$ cat src/rtl/nx_msg_assembler.sv
// nx_msg_assembler: packs narrow host beats LSB-first into full-width mesh
// messages, buffers them in a 2-entry FIFO with a registered head, and keeps
// a saturating delivered-message count plus a sticky short-transfer flag.
`timescale 1ns/1ps
module nx_msg_assembler #(
    parameter int HOST_W = 8,
    parameter int MSG_W  = 32
) (
    input  logic              i_clk,
    input  logic              i_rst,
    input  logic [HOST_W-1:0] i_host_data,
    input  logic              i_host_last,
    input  logic              i_host_valid,
    output logic              o_host_ready,
    output logic [MSG_W-1:0]  o_msg_data,
    output logic              o_msg_valid,
    input  logic              i_msg_ready,
    input  logic              i_clear,
    output logic [15:0]       o_msg_count,
    output logic              o_err_short
);
    localparam int BEATS = (MSG_W + HOST_W - 1) / HOST_W;
    localparam int ASM_W = BEATS * HOST_W;
    localparam int BW    = $clog2(BEATS);

    logic [BW-1:0]    beat_cnt_reg, beat_cnt_next;
    logic [ASM_W-1:0] asm_reg, asm_next;
    logic [MSG_W-1:0] mem_reg [2];
    logic             wr_ptr_reg, rd_ptr_reg;
    logic [1:0]       fifo_count_reg, fifo_count_next;
    logic [15:0]      msg_count_reg;
    logic             err_short_reg;

    logic accept, last_beat, push, pop, short_end;

    // Ready depends only on registered FIFO occupancy (and reset), never on i_msg_ready.
    assign o_host_ready = i_rst && (fifo_count_reg != 2'd2);
    assign accept       = i_host_valid && o_host_ready;
    assign last_beat    = (beat_cnt_reg == BW'(BEATS - 1));
    assign push         = accept && last_beat;
    assign short_end    = accept && i_host_last && !last_beat;
    assign o_msg_valid  = (fifo_count_reg != 2'd0);
    assign pop          = o_msg_valid && i_msg_ready;
    assign o_msg_data   = mem_reg[rd_ptr_reg];
    assign o_msg_count  = msg_count_reg;
    assign o_err_short  = err_short_reg;

    // Each slice takes the current beat when it is the one being filled, so the
    // final beat lands in the pushed message in the same cycle.
    generate
        for (genvar gi = 0; gi < BEATS; gi++) begin : g_slice
            assign asm_next[gi*HOST_W +: HOST_W] =
                (accept && beat_cnt_reg == BW'(gi)) ? i_host_data
                                                     : asm_reg[gi*HOST_W +: HOST_W];
        end
    endgenerate

    // Beat index advances per accepted beat; wraps after a full message or a short end.
    always_comb begin
        beat_cnt_next = beat_cnt_reg;
        if (accept) begin
            if (last_beat || i_host_last) begin
                beat_cnt_next = '0;
            end else begin
                beat_cnt_next = beat_cnt_reg + 1'b1;
            end
        end
    end

    // FIFO occupancy: a simultaneous push and pop leaves the count unchanged.
    always_comb begin
        fifo_count_next = fifo_count_reg;
        case ({push, pop})
            2'b10:   fifo_count_next = fifo_count_reg + 2'd1;
            2'b01:   fifo_count_next = fifo_count_reg - 2'd1;
            default: fifo_count_next = fifo_count_reg;
        endcase
    end

    // Assembly and FIFO pointer state; reset drops any partial message and queued data.
    always_ff @(posedge i_clk) begin
        if (!i_rst) begin
            beat_cnt_reg   <= '0;
            asm_reg        <= '0;
            wr_ptr_reg     <= 1'b0;
            rd_ptr_reg     <= 1'b0;
            fifo_count_reg <= 2'd0;
        end else begin
            beat_cnt_reg   <= beat_cnt_next;
            asm_reg        <= asm_next;
            fifo_count_reg <= fifo_count_next;
            if (push) wr_ptr_reg <= ~wr_ptr_reg;
            if (pop)  rd_ptr_reg <= ~rd_ptr_reg;
        end
    end

    // FIFO storage, one register per entry; bits of the assembly above MSG_W are dropped.
    generate
        for (genvar gi = 0; gi < 2; gi++) begin : g_entry
            always_ff @(posedge i_clk) begin
                if (!i_rst) begin
                    mem_reg[gi] <= '0;
                end else if (push && wr_ptr_reg == 1'(gi)) begin
                    mem_reg[gi] <= asm_next[MSG_W-1:0];
                end
            end
        end
    endgenerate

    // Status: clear has priority over a same-cycle pop or short-transfer error.
    always_ff @(posedge i_clk) begin
        if (!i_rst) begin
            msg_count_reg <= 16'd0;
            err_short_reg <= 1'b0;
        end else if (i_clear) begin
            msg_count_reg <= 16'd0;
            err_short_reg <= 1'b0;
        end else begin
            if (pop && msg_count_reg != 16'hFFFF) msg_count_reg <= msg_count_reg + 16'd1;
            if (short_end) err_short_reg <= 1'b1;
        end
    end
endmodule

$ cat config.mk
export PLATFORM = sky130hd
export DESIGN_NAME = nx_msg_assembler
export DESIGN_NICKNAME = d
export VERILOG_FILES = /design/src/rtl/nx_msg_assembler.sv
export SDC_FILE = /design/constraint.sdc
export NUM_CORES = 1
export LEC_CHECK = 0
export ABC_CLOCK_PERIOD_IN_PS = 2700
export CORE_ASPECT_RATIO = 0.7
export CORE_MARGIN = 2
export CORE_UTILIZATION = 46
export CTS_BUF_LIST = sky130_fd_sc_hd__clkbuf_8 sky130_fd_sc_hd__clkbuf_16
export CTS_CLUSTER_DIAMETER = 30
export DETAILED_ROUTE_END_ITERATION = 6
export PLACE_DENSITY = 0.71
export SYNTH_ARGS = -nofsm -noshare
export SYNTH_HDL_FRONTEND = slang
export SYNTH_SLANG_ARGS = --single-unit
export TNS_END_PERCENT = 100
$ cat constraint.sdc
create_clock -name i_clk -period 2.7 [get_ports i_clk]
set_input_delay 0.54 -clock i_clk [delete_from_list [all_inputs] [get_ports i_clk]]
set_output_delay 0.54 -clock i_clk [all_outputs]
set_load 0.01 [all_outputs]
Word-level counts from Yosys, hierarchy flattened
Memory sizes are Yosys's and may differ from the RTL's. A register that Yosys moved wholly into a read port is not among the register bits.
Cells that the tools add are included.
- add/sub/neg operators: 4
- equality and inequality tests: 7
- mux-type cells: 17
- bitwise operators: 5
- reductions and logical operators: 18
- operator list (cell ; count):
    $mux W32 ; 2
    $mux W8 ; 4
    $add A16 B1 Y16 const B ; 1
    $ne A16 B16 Y1 const B ; 1
    $logic_and A1 B1 Y1 ; 12
    $mux W1 ; 9
    $eq A2 B2 Y1 const B ; 3
    $add A2 B1 Y2 const B ; 2
    $eq A2 B1 Y1 const B ; 2
    $pmux W2 S2 ; 1
    $reduce_bool A2 Y1 ; 2
    $not A1 Y1 ; 3
    $logic_not A2 Y1 ; 1
    $mux W2 ; 1
    $ne A2 B2 Y1 const B ; 1
    $or A1 B1 Y1 ; 2
    $reduce_or A2 Y1 ; 1
    $sub A2 B1 Y2 const B ; 1
    $logic_not A1 Y1 ; 1
    $logic_or A1 B1 Y1 ; 1
- register bits: 55
- bits in writable memories: 64
- bits of input ports: 14
- output and inout bits: 51
- word-level logic and storage cells: 59
- memories: 1
- memory list (memory ; words ; bits a word ; rd ports ; clocked after memory_dff ; write ports ; RTL line ; source):
    mem_reg ; 2 ; 32 ; 1 ; 1 ; 2 ; 28 ; logic [MSG_W-1:0] mem_reg [2];

Logic depth before layout (Yosys ltp)
Gate-level depths: netlist (run 1).
- depth in word-level cells: 9
- depth in mapped cells: 8
- gate-level depth less buffers: 6

Least setup slack after synthesis (run 1)
Ideal clock, no wire load.
- path type: input-to-reg
- start: input port i_host_valid
- end: memory mem_reg[0][0], enable pin
- setup time: 389 ps
- arrival: 2304 ps
- data required time: 2311 ps
- slack: 6 ps
- cell stages on the path: 7
- buffers on the path: 3
- cells stage by stage: and2_1 clkbuf_1 nand3_1 or2_2 clkbuf_1 clkbuf_1 nand2_1
- RTL lines (element ; RTL line ; source):
    from (decl) ; 13 ; input logic i_host_valid,
    to (decl) ; 28 ;

==> flow_summary.ini, run 1 <==
[setup_path]
reg2reg_slack_ps = 510
cp.arrival_ps = 1970
required_ps = 2160
path_cells = buf_4, mux2_2, clkdlybuf4s50_1
crit_path_max_incr_delay_ps = 490
end_kind = output port
regToRegEndpoint = o_msg_count[10]$_SDFFE_PP0P_
cp.buffers_inverters = 2
reg2reg_depth = 5
cp_max_fo = 32
crit_family = buffers and inverters
cp_slowest_cell = clkdlybuf4s50_1
path_class = register to output port
r2r_start = o_msg_count[0]$_SDFFE_PP0P_
start_kind = register

[sta]
rsz0062_at_grt = false
hold_violations = 0
skew_ps = 4.810
fin_crit_sh = 0.9303
relSlewSlack = 0.5675
worst_pin_slew_ps = 646.4
clock.fmax_mhz = 398.1
final.min_clock_period_ps = 2512
slew_viol_final = 0
finalSetupViolations = 0
fin_setup_tns_ps = 0

[power]
power_density_nw_per_um2 = 585.5
peakVddDrop_v = 0.0003097
finalPower_mw = 3.478
swShare = 0.2034
p_seq_frac = 0.532
p_comb_frac = 0.054
p_sw_mw = 0.7075
p_clk_frac = 0.414
p_leak_nw = 2.150
p_int_mw = 2.771

[run]
maxCapViolations = 0

[global_route]
grt_max_degree = 36
grt_pass1_wl_mm = 15.93
grt_pass1_vias = 3107
track_usage = 0.1862
antenna_found_initial = 0
overflow = 0

[synth]
synth.avg_cell_area_um2 = 11.78
yosysWarnings = 0
synthFlopType = edfxtp_1
ys_seq_area_frac = 0.6028
ys_seq_elements = 112
synth_edf_count = 64
async_reset_ff_frac = 0
synth_fp_nets = 426
synthDistinctLibCells = 38
synth_area_um2 = 4782
synth_cells = 406

[min_path]
min_path_type = register to register
worstHoldStart = wr_ptr_reg$_SDFFE_PN0N_
hold_depth = 2
hold-path-endpoint = wr_ptr_reg$_SDFFE_PN0N_

[place]
portBuffers = 64
gp_congestion = 0.7570
dp_hpwl_mm = 6.747
dp_cells = 592

[clocking]
cts-root-buf = clkbuf_16
insertion_delay_ps = 350
cts_tree = built
postCtsHoldBufs = 0
cts_buffers = 9
htree_levels = 3
path_clk_slew_ps = 70
cts_setup_buffers = 0
clk_path_buf_depth = 2
cts.sinks = 112
ctsResizeCount = 0

[finish]
area_growth_pct = 24.23
multi_input_area_um2 = 1784
largest_reg_flops = 64
antenna_cells = 0
regArea_um2 = 2883
final_cell_count_no_fill = 608
drive_above_1_share = 0.1366
fillerInstances = 848
fin_nets = 491

[die]
rows = 31
die_w_um = 125.9
dieArea_um2 = 11240
ios = 65
initial_core_util = 0.4670
coreArea_um2 = 10240
die_h_um = 89.31

[drt]
dr.pass1.iters = 4
wl_per_cell_um = 16.72
drc = 0
ant_nets = 0
drt_iter0_markers = 261
dr_total_vias = 3261
drt_wl_total_mm = 10.17
viasPerCell = 5.363

[run_status]
outcome = finished clean
-- routing by layer --
metal / vias to the layer above / GRT usage / wire [um]
li1: 1577 / - / -
met5: - / 0 / 0
met2: 85 / 0.3170 / 4781
met3: 10 / 0.03710 / 430
met1: 1589 / 0.2456 / 4838
met4: 0 / 0.05994 / 114
-- cells by family (layout without fill, tap and decap cells) --
logic type	count (synthesis)	in the layout	share of synthesized area
buffers and inverters	30	100	0.02407
adder cells (fa/ha/maj)	6	6	0.01570
flip-flops	112	112	0.6028
AND/OR/NAND/NOR	163	163	0.1782
multiplexers	56	56	0.1256
XOR/XNOR	3	3	0.005496
AO/OA/AOI/OAI	36	36	0.04814
-- worst max-delay path by stage --
stage                     cells after the start  slack [ps]                     endpoint
after detailed placement                      6         150  mem_reg[1][6]$_SDFFCE_PN0P_
after CTS                                     3         170               o_msg_data[15]
after global routing                          3         120                o_msg_data[3]
final                                         3         190                o_msg_data[3]
after floorplan                               7           6  mem_reg[0][0]$_SDFFCE_PN0P_
after global placement                        6         220  mem_reg[1][6]$_SDFFCE_PN0P_
-- power groups by stage --
stage	combinational, mW	clock [mW]	sequential (mW)
5_1_grt	0.203	1.52	1.85
6_report	0.189	1.44	1.85
4_1_cts	0.191	1.46	1.85
3_5_place_dp	0.190	0	1.89
3_3_place_gp	0.187	0	1.89
2_1_floorplan	0.0904	0	1.89
-- cell type report --
class                           count  share of cell area
Clock buffer                       10             0.04023
Clock inverter                      6             0.01559
Inverter                            7            0.004423
Multi-Input combinational cell    264              0.3003
Sequential cell                   112              0.4853
Tap cell                          132             0.02780
Timing Repair Buffer               77              0.1264
-- through the flow --
stage | hold slack (ps) | cell area (um2) | utilization | worst slack, ps
CTS | 504.4 | 5941 | 0.5802 | 170.4
floorplan | 473.7 | 4782 | - | 6.279
finish | 501.5 | 5941 | 0.5802 | 188.1
detailed placement | 489.4 | 5609 | 0.5478 | 155.0
global route | 541.6 | 5941 | 0.5802 | 120.4
global placement | 461.5 | 5609 | 0.5478 | 217.8
-- synth_stat cells, types with 2 or more instances --
cell	n	share of area
nand4_1	6	0.0079
o211ai_1	3	0.0047
ha_1	6	0.016
or2_2	2	0.0026
a21boi_0	3	0.0047
xnor2_1	3	0.0055
buf_2	2	0.0021
nand2b_1	2	0.0026
clkbuf_1	18	0.014
a21oi_1	10	0.010
nor2b_1	25	0.033
nor2_1	54	0.042
nand3_1	11	0.012
edfxtp_1	64	0.40
o21ai_0	6	0.0063
or3_1	9	0.012
a211oi_1	2	0.0031
o21ai_1	2	0.0021
nor3_1	4	0.0042
o31ai_1	5	0.0079
dfxtp_1	48	0.20
inv_1	7	0.0055
mux2_2	32	0.075
mux2i_1	24	0.050
and2_1	22	0.029
or4_1	9	0.014
buf_1	3	0.0024
nand2_1	14	0.011
-- cells in the final DEF, fill, tap and decap left out, types with 3 or more instances in the layout --
cell type / netlist / layout
buf_4: 0 / 12
a21boi_0: 3 / 3
a21oi_1: 10 / 10
nand3_1: 11 / 11
mux2i_1: 24 / 24
clkdlybuf4s50_1: 0 / 64
dfxtp_1: 48 / 48
clkbuf_16: 0 / 9
nor3_1: 4 / 4
nand4_1: 6 / 6
ha_1: 6 / 6
o21ai_0: 6 / 6
nor2b_1: 25 / 25
nor2_1: 54 / 54
and2_1: 22 / 22
mux2_2: 32 / 32
or4_1: 9 / 9
or3_1: 9 / 9
o31ai_1: 5 / 5
o211ai_1: 3 / 3
inv_1: 7 / 7
edfxtp_1: 64 / 64
xnor2_1: 3 / 3
nand2_1: 14 / 14
-- worst register-to-register path, stage by stage, from the launching register on --
cell	delay (ps)
dfxtp_1	400
ha_1	220
nand4_1	300
or3_1	540
or4_1	530
a21oi_1	150
Note: power is estimated with default switching activity, not from simulation.
==> inputs of run 2 (changes only) <==
--- a/config.mk
+++ b/config.mk
@@ -5,9 +5,8 @@
 export SDC_FILE = /design/constraint.sdc
 export NUM_CORES = 1
 export LEC_CHECK = 0
-export ABC_CLOCK_PERIOD_IN_PS = 2700
+export ABC_CLOCK_PERIOD_IN_PS = 2000
 export CORE_ASPECT_RATIO = 0.7
-export CORE_MARGIN = 2
 export CORE_UTILIZATION = 46
 export CTS_BUF_LIST = sky130_fd_sc_hd__clkbuf_8 sky130_fd_sc_hd__clkbuf_16
 export CTS_CLUSTER_DIAMETER = 30
==> constraint.sdc (replaced) <==
create_clock -name i_clk -period 2 [get_ports i_clk]
set_input_delay 0.4 -clock i_clk [delete_from_list [all_inputs] [get_ports i_clk]]
set_output_delay 0.4 -clock i_clk [all_outputs]
set_load 0.01 [all_outputs]
==> run 2 against run 1 <==
Compared with the run above:
- core utilization is 5.4 points higher
- via count increased by 3.4%
- non-clock buffer count up 36
- clock power is 33% higher
- total power rose by 35%
- flip-flop and latch count stayed put
- clock skew up 2.4 ps
- worst hold slack worse by 1.6 ps
- sequential power is 35% higher
- critical path type unchanged
- critical endpoint is now o_msg_data[4]
==> flow_summary.ini, run 2 (synthesis gave the netlist of run 1 again) <==
[clocking]
path_clk_slew_ps = 70
cts_buffers = 9
htree_levels = 3
clk_path_buf_depth = 2
cts.sinks = 112
cts_tree = built
insertion_delay_ps = 350
cts-root-buf = clkbuf_16

[setup_path]
crit_family = buffers and inverters
r2r_start = o_msg_count[3]$_SDFFE_PP0P_
cp.arrival_ps = 1570
start_kind = register
worstSetupEndpoint = o_msg_data[4]
path_cells = clkbuf_16, mux2_2, dlygate4sd2_1
cp_slowest_cell = dfxtp_4
cp.buffers_inverters = 2
crit_path_max_incr_delay_ps = 430
regToRegEndpoint = o_msg_count[9]$_SDFFE_PP0P_
required_ps = 1600
path_class = register to output port
cp_max_fo = 6
end_kind = output port
reg2reg_depth = 4
reg2reg_slack_ps = 80
crit_cells = 3

[place]
gp_congestion = 0.8422
placed_area_um2 = 5918
dp_hpwl_mm = 7.008
portBuffers = 64
dp_cells = 620

[sta]
rsz0062_at_grt = false
slew_viol_final = 0
hold_violations = 0
finalSetupViolations = 0
worst_pin_slew_ps = 547.3
fin_crit_sh = 0.9840
final.min_clock_period_ps = 1968
skew_ps = 7.225
relSlewSlack = 0.6338
clock.fmax_mhz = 508.2
fin_setup_tns_ps = 0

[die]
dieArea_um2 = 10810
coreArea_um2 = 9910
rows = 30
die_h_um = 87.31
ios = 65
die_w_um = 123.9
initial_core_util = 0.4826

[power]
p_comb_frac = 0.057
power_density_nw_per_um2 = 744.6
finalPower_mw = 4.679
p_int_mw = 3.710
peakVddDrop_v = 0.0003500
p_leak_nw = 2.389
swShare = 0.2071
p_clk_frac = 0.410
p_seq_frac = 0.534
p_sw_mw = 0.9687

[finish]
final_cell_count_no_fill = 640
antenna_cells = 0
layout_common_cells = edfxtp_1 (64), nor2_1 (54), dfxtp_1 (45)
drive_above_1_share = 0.2168
final_common_cell = edfxtp_1
fin_nets = 527
largest_reg_flops = 64
fin_area_um2 = 6284
area_growth_pct = 31.40

[drt]
dr_total_vias = 3371
viasPerCell = 5.267
ant_nets = 0
drt_wl_total_mm = 10.64
dr.pass1.iters = 4
drt_iter0_markers = 201
drc = 0
wl_per_cell_um = 16.62

[global_route]
grt_pass1_wl_mm = 16.79
grt_pass1_vias = 3310
track_usage = 0.2093
antenna_found_initial = 0
grt_max_degree = 34
overflow = 0

[run_status]
outcome = finished clean

[min_path]
min_path_type = register to register
worstHoldStart = o_err_short$_SDFFE_PP0P_
hold_depth = 2

[run]
maxCapViolations = 0
## run 2: cell types whose count changed in the layout (fill, tap and decap cells not counted), moves of 2 or more
cell,previous run,this run
clkdlybuf4s50_1,64,31
buf_4,12,41
clkdlybuf4s15_1,0,19
dlygate4sd2_1,0,9
buf_2,0,5
buf_12,1,5
dfxtp_1,48,45
clkinv_4,2,0
dfxtp_2,0,2
nand2_1,14,12
## run 2: how the worst min path moves through the flow
stage,to,slack [ps]
after floorplan,wr_ptr_reg$_SDFFE_PN0N_,470
after global placement,o_err_short$_SDFFE_PP0P_,480
after detailed placement,o_err_short$_SDFFE_PP0P_,480
after CTS,beat_cnt_reg[1]$_SDFFE_PN0P_,500
after global routing,wr_ptr_reg$_SDFFE_PN0N_,530
final,o_err_short$_SDFFE_PP0P_,500
## run 2: area by class of cell
| class | instances | area [um2] |
|---|---|---|
| clock buffer | 9 | 225.2 |
| clock inverter | 7 | 95.09 |
| fill | 783 | 3626 |
| inverter | 7 | 26.28 |
| multi-input combinational | 264 | 1812 |
| sequential | 112 | 2889 |
| tap | 128 | 160.2 |
| timing repair buffer | 113 | 1076 |
## run 2: power groups by stage
stage	sequential (mW)	clock, mW	combinational, mW
6_report	2.50	1.92	0.265
5_1_grt	2.50	2.05	0.287
4_1_cts	2.50	1.96	0.265
3_5_place_dp	2.55	0	0.280
3_3_place_gp	2.55	0	0.277
2_1_floorplan	2.55	0	0.126
## run 2: what timing repair did
action	CTS	global route
gates cloned	1	1
gates resized for setup	52	22
setup endpoints to repair	33	8
pin swaps	0	0
setup buffers	2	0
hold buffers	0	0
## run 2: metal layers
| metal | global-route usage | share of wire | vias up |
|---|---|---|---|
| met2 | 0.3182 | 0.46 | 103 |
| met5 | 0 | 0 | - |
| li1 | - | - | 1651 |
| met4 | 0.06462 | 0.015 | 0 |
| met1 | 0.2925 | 0.48 | 1601 |
| met3 | 0.05432 | 0.053 | 16 |
## run 2: stage by stage
| stage | worst slack, ps | hold slack, ps | util |
|---|---|---|---|
| final | 32.10 | 499.9 | 0.6341 |
| after detailed placement | -345.1 | 482.1 | 0.5972 |
| after floorplan | 27.95 | 473.7 | - |
| after CTS | -10.65 | 504.0 | 0.6293 |
| after global placement | -267.5 | 481.5 | 0.5972 |
| after global routing | 0.5521 | 527.2 | 0.6341 |
## run 2: worst min-delay path: stages, from the launching register on
cell and delay (ps):
dfxtp_1 350, a31oi_1 50, nor2_1 70
